`src/rtl/uart_router_pkg.sv`:
```
// Shared mode constants, FSM encoding and ASCII helper for the UART stream router.
package uart_router_pkg;

  localparam logic [1:0] MODE_ECHO    = 2'b00;
  localparam logic [1:0] MODE_UPPER   = 2'b01;
  localparam logic [1:0] MODE_LINE    = 2'b10;
  localparam logic [1:0] MODE_DISCARD = 2'b11;

  typedef enum logic [1:0] {
    ST_IDLE  = 2'd0,
    ST_FETCH = 2'd1,
    ST_XMIT  = 2'd2,
    ST_DRAIN = 2'd3
  } state_t;

  // Lower-case ASCII letters map to upper case; every other byte passes through.
  function automatic logic [7:0] ascii_upper(input logic [7:0] b);
    if (b >= 8'h61 && b <= 8'h7A) begin
      return b - 8'h20;
    end
    return b;
  endfunction

endpackage

```
`src/rtl/line_buffer.sv`:
```
// Line storage: register array with one synchronous write port and an asynchronous read port.
module line_buffer #(
  parameter int unsigned DATA_WIDTH = 8,
  parameter int unsigned DEPTH      = 64,
  parameter int unsigned ADDR_WIDTH = $clog2(DEPTH)
) (
  input  logic                  clk,
  input  logic                  we,
  input  logic [ADDR_WIDTH-1:0] waddr,
  input  logic [DATA_WIDTH-1:0] wdata,
  input  logic [ADDR_WIDTH-1:0] raddr,
  output logic [DATA_WIDTH-1:0] rdata
);

  logic [DATA_WIDTH-1:0] mem [DEPTH];

  // Write one entry per cycle; contents are don't-care until written.
  always_ff @(posedge clk) begin
    if (we) begin
      mem[waddr] <= wdata;
    end
  end

  assign rdata = mem[raddr];

endmodule

```
`src/rtl/uart_stream_router.sv`:
```
// Moves bytes from the UART RX FIFO to the TX FIFO in echo, upper-case, line-buffered or discard mode.
module uart_stream_router
  import uart_router_pkg::*;
#(
  parameter int unsigned           DATA_WIDTH = 8,
  parameter int unsigned           LINE_DEPTH = 64,
  parameter logic [DATA_WIDTH-1:0] TERMINATOR = DATA_WIDTH'(8'h0D),
  parameter int unsigned           CNT_WIDTH  = 16
) (
  input  logic                  clk,
  input  logic                  rst,
  input  logic [1:0]            mode,
  input  logic                  clr_stats,
  input  logic                  rx_fifo_empty,
  input  logic [DATA_WIDTH-1:0] rx_fifo_dout,
  output logic                  rx_fifo_rd_en,
  input  logic                  tx_fifo_full,
  output logic                  tx_fifo_wr_en,
  output logic [DATA_WIDTH-1:0] tx_fifo_din,
  output logic [CNT_WIDTH-1:0]  rx_count,
  output logic [CNT_WIDTH-1:0]  tx_count,
  output logic                  line_overflow,
  output logic                  busy
);

  localparam int unsigned AW = $clog2(LINE_DEPTH);
  localparam int unsigned CW = AW + 1;

  state_t                state_q, state_d;
  logic [DATA_WIDTH-1:0] data_q;
  logic [DATA_WIDTH-1:0] fetch_byte;
  logic [CW-1:0]         line_cnt_q;
  logic [AW-1:0]         rd_ptr_q;
  logic [DATA_WIDTH-1:0] buf_rdata;
  logic                  buf_we;
  logic                  ovf_set;
  logic                  drain_last;

  line_buffer #(
    .DATA_WIDTH (DATA_WIDTH),
    .DEPTH      (LINE_DEPTH),
    .ADDR_WIDTH (AW)
  ) u_line_buffer (
    .clk   (clk),
    .we    (buf_we),
    .waddr (line_cnt_q[AW-1:0]),
    .wdata (rx_fifo_dout),
    .raddr (rd_ptr_q),
    .rdata (buf_rdata)
  );

  // State register.
  always_ff @(posedge clk) begin
    if (!rst) begin
      state_q <= ST_IDLE;
    end else begin
      state_q <= state_d;
    end
  end

  // Next state and FIFO strobes; strobes are held low while reset is asserted.
  always_comb begin
    state_d       = state_q;
    rx_fifo_rd_en = 1'b0;
    tx_fifo_wr_en = 1'b0;
    tx_fifo_din   = '0;
    buf_we        = 1'b0;
    ovf_set       = 1'b0;
    drain_last    = ({1'b0, rd_ptr_q} == line_cnt_q - CW'(1));
    unique case (state_q)
      ST_IDLE: begin
        if (mode != MODE_LINE && line_cnt_q != '0) begin
          state_d = ST_DRAIN;
        end else if (!rx_fifo_empty) begin
          rx_fifo_rd_en = rst;
          state_d       = ST_FETCH;
        end
      end
      ST_FETCH: begin
        case (mode)
          MODE_ECHO, MODE_UPPER: state_d = ST_XMIT;
          MODE_LINE: begin
            buf_we = 1'b1;
            if (rx_fifo_dout == TERMINATOR) begin
              state_d = ST_DRAIN;
            end else if (line_cnt_q == CW'(LINE_DEPTH - 1)) begin
              state_d = ST_DRAIN;
              ovf_set = 1'b1;
            end else begin
              state_d = ST_IDLE;
            end
          end
          default: state_d = ST_IDLE;
        endcase
      end
      ST_XMIT: begin
        if (!tx_fifo_full) begin
          tx_fifo_wr_en = rst;
          tx_fifo_din   = data_q;
          state_d       = ST_IDLE;
        end
      end
      ST_DRAIN: begin
        if (!tx_fifo_full) begin
          tx_fifo_wr_en = rst;
          tx_fifo_din   = buf_rdata;
          if (drain_last) begin
            state_d = ST_IDLE;
          end
        end
      end
    endcase
  end

  // Upper-case conversion only makes sense for 8-bit ASCII data.
  always_comb begin
    fetch_byte = rx_fifo_dout;
    if (DATA_WIDTH == 8 && mode == MODE_UPPER) begin
      fetch_byte = DATA_WIDTH'(ascii_upper(8'(rx_fifo_dout)));
    end
  end

  // Fetched byte register and line-buffer pointers; rd_ptr stays 0 while a line is filling.
  always_ff @(posedge clk) begin
    if (!rst) begin
      data_q     <= '0;
      line_cnt_q <= '0;
      rd_ptr_q   <= '0;
    end else begin
      if (state_q == ST_FETCH) begin
        data_q <= fetch_byte;
      end
      if (buf_we) begin
        line_cnt_q <= line_cnt_q + CW'(1);
      end
      if (state_q == ST_DRAIN && tx_fifo_wr_en) begin
        if (drain_last) begin
          rd_ptr_q   <= '0;
          line_cnt_q <= '0;
        end else begin
          rd_ptr_q <= rd_ptr_q + AW'(1);
        end
      end
    end
  end

  // Byte counters and sticky overflow; a clear beats any same-cycle update.
  always_ff @(posedge clk) begin
    if (!rst) begin
      rx_count      <= '0;
      tx_count      <= '0;
      line_overflow <= 1'b0;
    end else if (clr_stats) begin
      rx_count      <= '0;
      tx_count      <= '0;
      line_overflow <= 1'b0;
    end else begin
      if (state_q == ST_FETCH) begin
        rx_count <= rx_count + CNT_WIDTH'(1);
      end
      if (tx_fifo_wr_en) begin
        tx_count <= tx_count + CNT_WIDTH'(1);
      end
      if (ovf_set) begin
        line_overflow <= 1'b1;
      end
    end
  end

  assign busy = (state_q != ST_IDLE);

endmodule

```
`config.mk`:
```
export PLATFORM = sky130hd
export DESIGN_NAME = uart_stream_router
export DESIGN_NICKNAME = d
export VERILOG_FILES = /design/src/rtl/uart_router_pkg.sv /design/src/rtl/line_buffer.sv /design/src/rtl/uart_stream_router.sv
export SDC_FILE = /design/constraint.sdc
export NUM_CORES = 1
export LEC_CHECK = 0
export CAP_MARGIN = 15
export CORE_UTILIZATION = 40
export CTS_BUF_LIST = sky130_fd_sc_hd__clkbuf_16
export DETAILED_ROUTE_END_ITERATION = 12
export DONT_BUFFER_PORTS = 1
export SLEW_MARGIN = 10
export SYNTH_ARGS = -nofsm -noshare
export SYNTH_HDL_FRONTEND = slang
export SYNTH_SLANG_ARGS = --single-unit
```
`constraint.sdc`:
```
create_clock -name clk -period 2.2 [get_ports clk]
set_clock_uncertainty 0.1 [all_clocks]
set_input_delay 0.44 -clock clk [delete_from_list [all_inputs] [get_ports clk]]
set_output_delay 0.44 -clock clk [all_outputs]
set_load 0.02 [all_outputs]
```
== After elaboration in Yosys (flattened, before gate mapping) ==
Memories as Yosys holds them, arrays and structs flattened. A register that Yosys moved wholly into a read port is not among the register bits.
Cells that the tools add are included.
Widths: inputs -> output; s select.

* Bits in registers: 56
* Memory bits (writable): 512
* Bits of input ports: 15
* Memories kept: 1

{| class="wikitable"
|+ Memories
! name !! words !! bits a word !! rd ports !! clocked after Yosys merged registers in !! wr ports !! RTL line !! source
|-
| u_line_buffer.mem || 64 || 8 || 1 || 1 || 1 || line_buffer.sv:15 || <nowiki>logic [DATA_WIDTH-1:0] mem [DEPTH];</nowiki>
|}

* $add $sub $neg: 6
* Order comparisons: 2
* Equal/unequal tests: 13
* Mux-type cells: 36
* Bitwise gates (word level): 1
* Reductions and logical operators: 11

{| class="wikitable"
|+ Operators by type and width
! cell !! number
|-
| $mux 8 || 5
|-
| $add 16x1->16 const B || 2
|-
| $mux 7 || 3
|-
| $mux 6 || 3
|-
| $pmux 8 s2 || 1
|-
| $mux 1 || 15
|-
| $mux 2 || 7
|-
| $eq 8x4->1 const B || 1
|-
| $ge 8x7->1 const B || 1
|-
| $le 8x7->1 const B || 1
|-
| $ne 2x2->1 const B || 4
|-
| $pmux 2 s4 || 1
|-
| $sub 8x6->8 const B || 1
|-
| $add 7x1->7 const B || 1
|-
| $eq 6x7->1 || 1
|-
| $eq 7x6->1 const B || 1
|-
| $reduce_bool 7->1 || 1
|-
| $sub 7x1->7 const B || 1
|-
| $add 6x1->6 const B || 1
|-
| $eq 2x2->1 const B || 3
|-
| $reduce_or 2->1 || 3
|-
| $eq 2x1->1 const B || 2
|-
| $logic_not 2->1 || 2
|-
| $pmux 2 s2 || 1
|-
| other kinds (5) || 7
|}

== Logic depth before layout (Yosys ltp) ==
Gate-level depths: netlist of run 1.

* Depth after elaboration: 6
* Mapped depth: 10

== By module ==
A second synthesis of run 1 with hierarchy kept.

* Cells, all modules: 1,275
* Area total of the unflattened synthesis: 22,902.0 µm²

{| class="wikitable"
|+ By module, submodules not included
! module !! instances !! cells each !! area an instance (µm²)
|-
| line_buffer || 1 || 932 || 20,006.7
|-
| uart_stream_router || 1 || 343 || 2,895.3
|}

== Least setup slack after synthesis of run 1 ==
Ideal clock, no wire load.

* Path kind: register -> output
* Start: reg with a tool-made name
* End: out tx_fifo_din[3]
* Data arrival time: 1.849 ns
* Path slack: -0.189 ns
* Stages on the path, launching flop included: 10
* Cell sequence: dfxtp_1 > buf_6 > buf_4 > buf_4 > buf_4 > mux4_2 > o221ai_1 > o21ai_0 > nand3_1 > nand3_1

{| class="wikitable"
|+ RTL lines
! element !! RTL line !! source
|-
| end: declaration || uart_stream_router.sv:19 || <nowiki>output logic [DATA_WIDTH-1:0] tx_fifo_din,</nowiki>
|}

==> flow_summary.toml, run 1 <==
[clock_tree]
clk_latency_ps = 630
clkTransAtPathRegs_ps = 60
cts_num_sinks = 574
cts_tree = "done"
htreeDepth = 2
root_buffer = "clkbuf_16"
clk_path_buf_depth = 3
cts_buffers = 57

[route]
avgViaCountPerCell = 5.45
ant_nets = 0
drt-total-wl_um = 57300
route.detailed.drc = 0
drt_iter0_markers = 1207
via_count = 12600
detail_route.wl_per_cell_um = 24.8
first_pass_iters = 5

[synth]
synth_edf_count = 512
synth_nets = 1291
async_reset_ff_share_pct = 0
ys_types = 62
syn_inst = 1269
synth-main-ff-cell = "edfxtp_1"
synth_warnings = 0
syn_avg_cell_area_sq_um = 18.0
synth_top_area_share_pct = 67.4
synth_area_leaders = "edfxtp_1 67%, mux4_2 13%, dfxtp_1 5.4%"
synth_commonest_cells = "512 x edfxtp_1, 140 x nor2_1, 129 x mux4_2, 62 x dfxtp_1, 58 x nand2_1"
yosysMostFrequentCell = "edfxtp_1"
synth_largest_area_cell = "edfxtp_1"
ys_ff_latch = 574
synth.cell_area_sq_um = 22800
yosysSeqAreaShare_pct = 72.8

[hold_path]
hp-class = "in2reg"
hold_depth = 3

[finish]
final_cells = 2310
diodes = 0
nets = 1531
utilization_pct = 50.0
layout-drive-gt1-share_pct = 36.2
syn_to_final_growth_pct = 23.6

[die]
dieArea_sq_um = 58000
start_util_pct = 40.5
core_sq_um = 56400
io-pin-count = 59
die_x_um = 241
die_h_um = 241
fp-row-count = 87

[grt]
grt_first_pass_wirelength_um = 84300
grt_use_total_pct = 20.1
gr-total-overflow = 0
grt_max_degree = 66
antenna_found_initial = 0
grt_pass1_vias = 12800

[critical_path]
path_cells = "buf_6, buf_12, buf_12, mux4_2, a211oi_4, nor4_2, a221o_2"
cp_max_fo = 8
worst_setup_path_end_kind = "primary output"
worst-path-buf-inv = 3
crit_top_cell = "buf_12"
start_kind = "register"
worstSetupPathType = "reg2out"
cp.arrival_ps = 2780
critPathTopFamily = "compound AO/OA/AOI/OAI gates"
reg2reg_depth = 8
worst-path-stages = 7
cpMaxStageDelayCell = "mux4_2"
slowest_delay_ps = 530
worstPathRequired_ps = 1660

[power_and_ir_drop]
p_sw_mw = 4.42
p_comb_share_pct = 2.5
internal_power_mw = 17.6
p_per_area_nw_per_um2 = 780
clock_power_share_pct = 43.5
p_seq_share_pct = 54.0
ir_worst_vdd_v = 0.000709
power_leakage_nw = 9.13
total_power_mw = 22.0
p_sw_share_pct = 20.1

[sta]
fmax_ghz = 0.301
worstMarginPinSlew_ps = 525
layout_setup_ws_ps = -1120
relSlewSlack_pct = 64.8
grt_setup_unrepaired = "yes"
finalMaxSlewViolations = 0
setup_viol = 9
finalCriticalPeriod_ps = 3320
holdWs_ps = 18.4
hold_viol = 0
period_share_pct = 151
tns_ps = -8320

[place]
io_buffer_count = 0
place_inst = 2175
dpl.hpwl_um = 36000
gp_congestion = 0.863

[run_status]
status = "finished with violations"
violations = "negative setup slack"

[flow_run]
drv_cap = 0
cells in the final DEF (no fill, tap or decap), types with 16 or more instances in the layout:
cell type,n
edfxtp_1,512
buf_4,187
mux4_2,129
nor2_1,121
clkbuf_16,59
nand2_1,58
dfxtp_1,53
xor2_1,26
buf_12,22
buf_6,20
nor2_2,19
nand3_1,16
xnor2_1,16
metal layers:
layer | part of all wire (%) | up-vias | global-route usage, %
met3 | 7.1 | 96 | 4.17
met5 | 0 | - | 0
met4 | 2.5 | 0 | 6.06
met1 | 42 | 6566 | 27.7
met2 | 48 | 391 | 32.4
li1 | - | 5531 | -
through the flow:
stage | setup WS [ps] | instance area (sq um)
2_1_floorplan | -135 | 22900
3_3_place_gp | -793 | 25300
5_1_grt | -1150 | 28200
3_5_place_dp | -777 | 25300
6_report | -1120 | 28200
4_1_cts | -1130 | 28000
state kept, by name, indices dropped and copies added, names as in the netlist, named ones only:
name               cells
state_q                2
line_overflow          1
rd_ptr_q               6
line_cnt_q             7
tx_count              16
u_line_buffer.mem    512
data_q                 8
rx_count              16
worst paths after layout:
check | slack [ps] | to | start
setup reg to reg | 70 | u_line_buffer.mem[42][6] | state_q[1]
hold / removal | 20 | line_overflow | rx_fifo_dout[3]
hold reg to reg | 360 | data_q[6] | data_q[6]
setup / recovery | -1120 | tx_fifo_din[6] | register
worst reg2reg max path, delay by kind of cell (launching register included):
| kind | cells | cell delay, ps |
|---|---|---|
| buf+inv | 4 | 670 |
| simple gates | 4 | 740 |
| flops | 1 | 340 |
cell type report:
| class | instances | area, sq um |
|---|---|---|
| fillers | 4679 | 28200 |
| flip-flops and latches | 574 | 16600 |
| multi-input cells | 624 | 6330 |
| repair buffers | 247 | 2440 |
| clock buffers | 59 | 1480 |
| well taps | 756 | 946 |
| clock inverters | 45 | 352 |
| inverters | 5 | 18.8 |
what timing repair did:
item | 4_1_cts | 5_1_grt
setup endpoints to repair | 341 | 243
hold endpoints to repair | 526 | 0
pin swaps | 22 | 24
gates resized for setup | 97 | 59
hold buffers | 13 | 0
cloned | 2 | 0
buffers inserted | 21 | 3
power by group through the flow:
stage / sequential [mW] / clock (mW) / combinational [mW]
2_1_floorplan: 12.1 / 0 / 0.185
3_3_place_gp: 12.1 / 0 / 0.280
3_5_place_dp: 12.1 / 0 / 0.285
4_1_cts: 11.9 / 9.70 / 0.534
5_1_grt: 11.9 / 10.1 / 0.582
6_report: 11.9 / 9.57 / 0.542
logic make-up after synthesis:
logic type	Yosys count	synth area share [%]
buffers and inverters	71	1.87
AOI/OAI and AO/OA	103	3.05
xor gates and xnor gates	42	1.61
muxes	145	13.4
adders and majority gates	7	0.384
DFF	574	72.8
and+or+nand+nor	327	6.82
No activity file was read; power rests on OpenSTA's default activity.
==> run 2: changes to the inputs <==
HOLD_SLACK_MARGIN = 0.06   (was not set)
==> run 2 against run 1 <==
  * The run still ends with negative setup slack left
  * Count of clock-buffer cells in the layout unchanged
  * Register-to-register slack barely moved
  * Sequential share of layout area decreased by 0.065 points
  * Critical path depth unchanged
  * Sequential cell count unchanged
  * Clock power hardly changed
  * Core utilization rose by 0.055 points
  * Total power barely moved
  * Critical endpoint unchanged
  * Largest cell class unchanged
  * Highest routed layer unchanged
==> flow_summary.toml, run 2 (synthesized netlist as in run 1, its figures left out) <==
[power_and_ir_drop]
internal_power_mw = 17.6
clock_power_share_pct = 43.5
p_per_area_nw_per_um2 = 780
ir_worst_vdd_v = 0.000711
p_seq_share_pct = 54.0
p_sw_mw = 4.43
p_sw_share_pct = 20.1
p_comb_share_pct = 2.5
power_leakage_nw = 9.15

[finish]
largest_reg_flops = 512
final_cell_mix = "512 x edfxtp_1, 190 x buf_4, 129 x mux4_2"
diodes = 0
final_common_cell = "edfxtp_1"
reg_top3 = "u_line_buffer.mem x512, rx_count x16, tx_count x16"
final_cells = 2314
top_register = "u_line_buffer.mem"
nets = 1535
layout-drive-gt1-share_pct = 36.1
syn_to_final_growth_pct = 23.7

[run_status]
status = "finished with violations"
violations = "negative setup slack"

[place]
io_buffer_count = 0
place_inst = 2175
dpl_worst_slack_ps = -777
dpl.hpwl_um = 36000
gp_congestion = 0.863

[clock_tree]
root_buffer = "clkbuf_16"
clkTransAtPathRegs_ps = 60
clk_latency_ps = 630
cts_tree = "done"
clk_path_buf_depth = 3
htreeDepth = 2
cts_num_sinks = 574
cts_buffers = 57

[sta]
worstMarginPinSlew_ps = 531
fmax_ghz = 0.301
holdWs_ps = 70.7
finalMaxSlewViolations = 0
hold_viol = 0
period_share_pct = 151
grt_setup_unrepaired = "yes"
setup_viol = 9
finalCriticalPeriod_ps = 3330
relSlewSlack_pct = 64.3
layout_setup_ws_ps = -1130

[critical_path]
cp_max_fo = 8
slowest_delay_ps = 530
worst_setup_path_end_kind = "primary output"
ff2ff_setup_slack_ps = 60
cpMaxStageDelayCell = "mux4_2"
start_kind = "register"
worstPathRequired_ps = 1660
worstSetupPathType = "reg2out"
crit_top_cell = "buf_12"
path_cells = "buf_6, buf_12, buf_12, mux4_2, a211oi_4, nor4_2, a221o_2"
cp.arrival_ps = 2790

[grt]
antenna_found_initial = 0
top_usage_layer = "met2"
met2_usage_pct = 32.7
grt_first_pass_wirelength_um = 84900
grt_pass1_vias = 12900
met1_usage_pct = 28.0
grt_use_total_pct = 20.4
grt_max_degree = 67
use_met3_pct = 4.08
gr-total-overflow = 0

[route]
via_count = 12700
drt_iter0_markers = 1176
route.detailed.drc = 0
first_pass_iters = 5
detail_route.wl_per_cell_um = 25.0
ant_nets = 0
avgViaCountPerCell = 5.48
drt-total-wl_um = 57800

[die]
dieArea_sq_um = 58000
die_h_um = 241
die_x_um = 241
io-pin-count = 59
core_sq_um = 56400
fp-row-count = 87
start_util_pct = 40.5

[hold_path]
hp-class = "in2reg"

[flow_run]
drv_cap = 0
## run 2: cell count changes in the layout (fill, tap and decap cells not counted), sizes merged
cell / delta
dlygate4sd3: +4
## run 2: power groups by stage
stage | combinational (mW) | clock, mW | sequential [mW]
CTS | 0.548 | 9.70 | 11.9
detailed placement | 0.285 | 0 | 12.1
global placement | 0.280 | 0 | 12.1
global route | 0.596 | 10.1 | 11.9
floorplan | 0.185 | 0 | 12.1
finish | 0.558 | 9.57 | 11.9
## run 2: routing by layer
metal,vias up,part of all wire [%]
met4,0,2.6
met1,6613,42
met3,93,7.1
met2,448,48
met5,-,0
li1,5536,-
## run 2: final cells by class
cell class	instances	area (sq um)
Inverter	5	18.8
Clock inverter	45	352
Fill cell	4678	28200
Timing Repair Buffer	251	2470
Clock buffer	59	1480
Multi-Input combinational cell	624	6330
Sequential cell	574	16600
Tap cell	756	946
## run 2: final timing paths
check / to / depth (start not counted) / startpoint
setup / recovery: tx_fifo_din[6] / 7 / register
setup reg to reg: u_line_buffer.mem[42][6] / 8 / state_q[1]
hold / removal: u_line_buffer.mem[0][7] / 1 / rx_fifo_dout[7]
hold reg to reg: data_q[6] / 2 / data_q[6]
## run 2: metrics by stage
stage                     total power [mW]  TNS (ps)  utilization [%]  area, sq um
final                                 22.0     -8370             50.1        28200
after detailed placement              12.4    -13820             44.8        25300
after global placement                12.4     -7730             44.8        25300
after CTS                             22.1     -8650             49.7        28000
after global routing                  22.6     -9020             50.1        28200
after floorplan                       12.3     -3690                -        22900
## run 2: worst max-delay path: cells and delay by family, from the launching register on
| kind | cells | cell delay, ps |
|---|---|---|
| flops | 1 | 360 |
| mux | 1 | 530 |
| simple gates | 1 | 110 |
| compound gates | 2 | 780 |
| buf+inv | 3 | 380 |
## run 2: repair_timing
| action | CTS | global route |
|---|---|---|
| resized for setup | 97 | 56 |
| endpoints found under the setup margin | 341 | 226 |
| hold buffers | 17 | 0 |
| cloned | 2 | 0 |
| hold endpoints to repair | 542 | 0 |
| setup buffers | 21 | 3 |
| pin swaps | 22 | 24 |
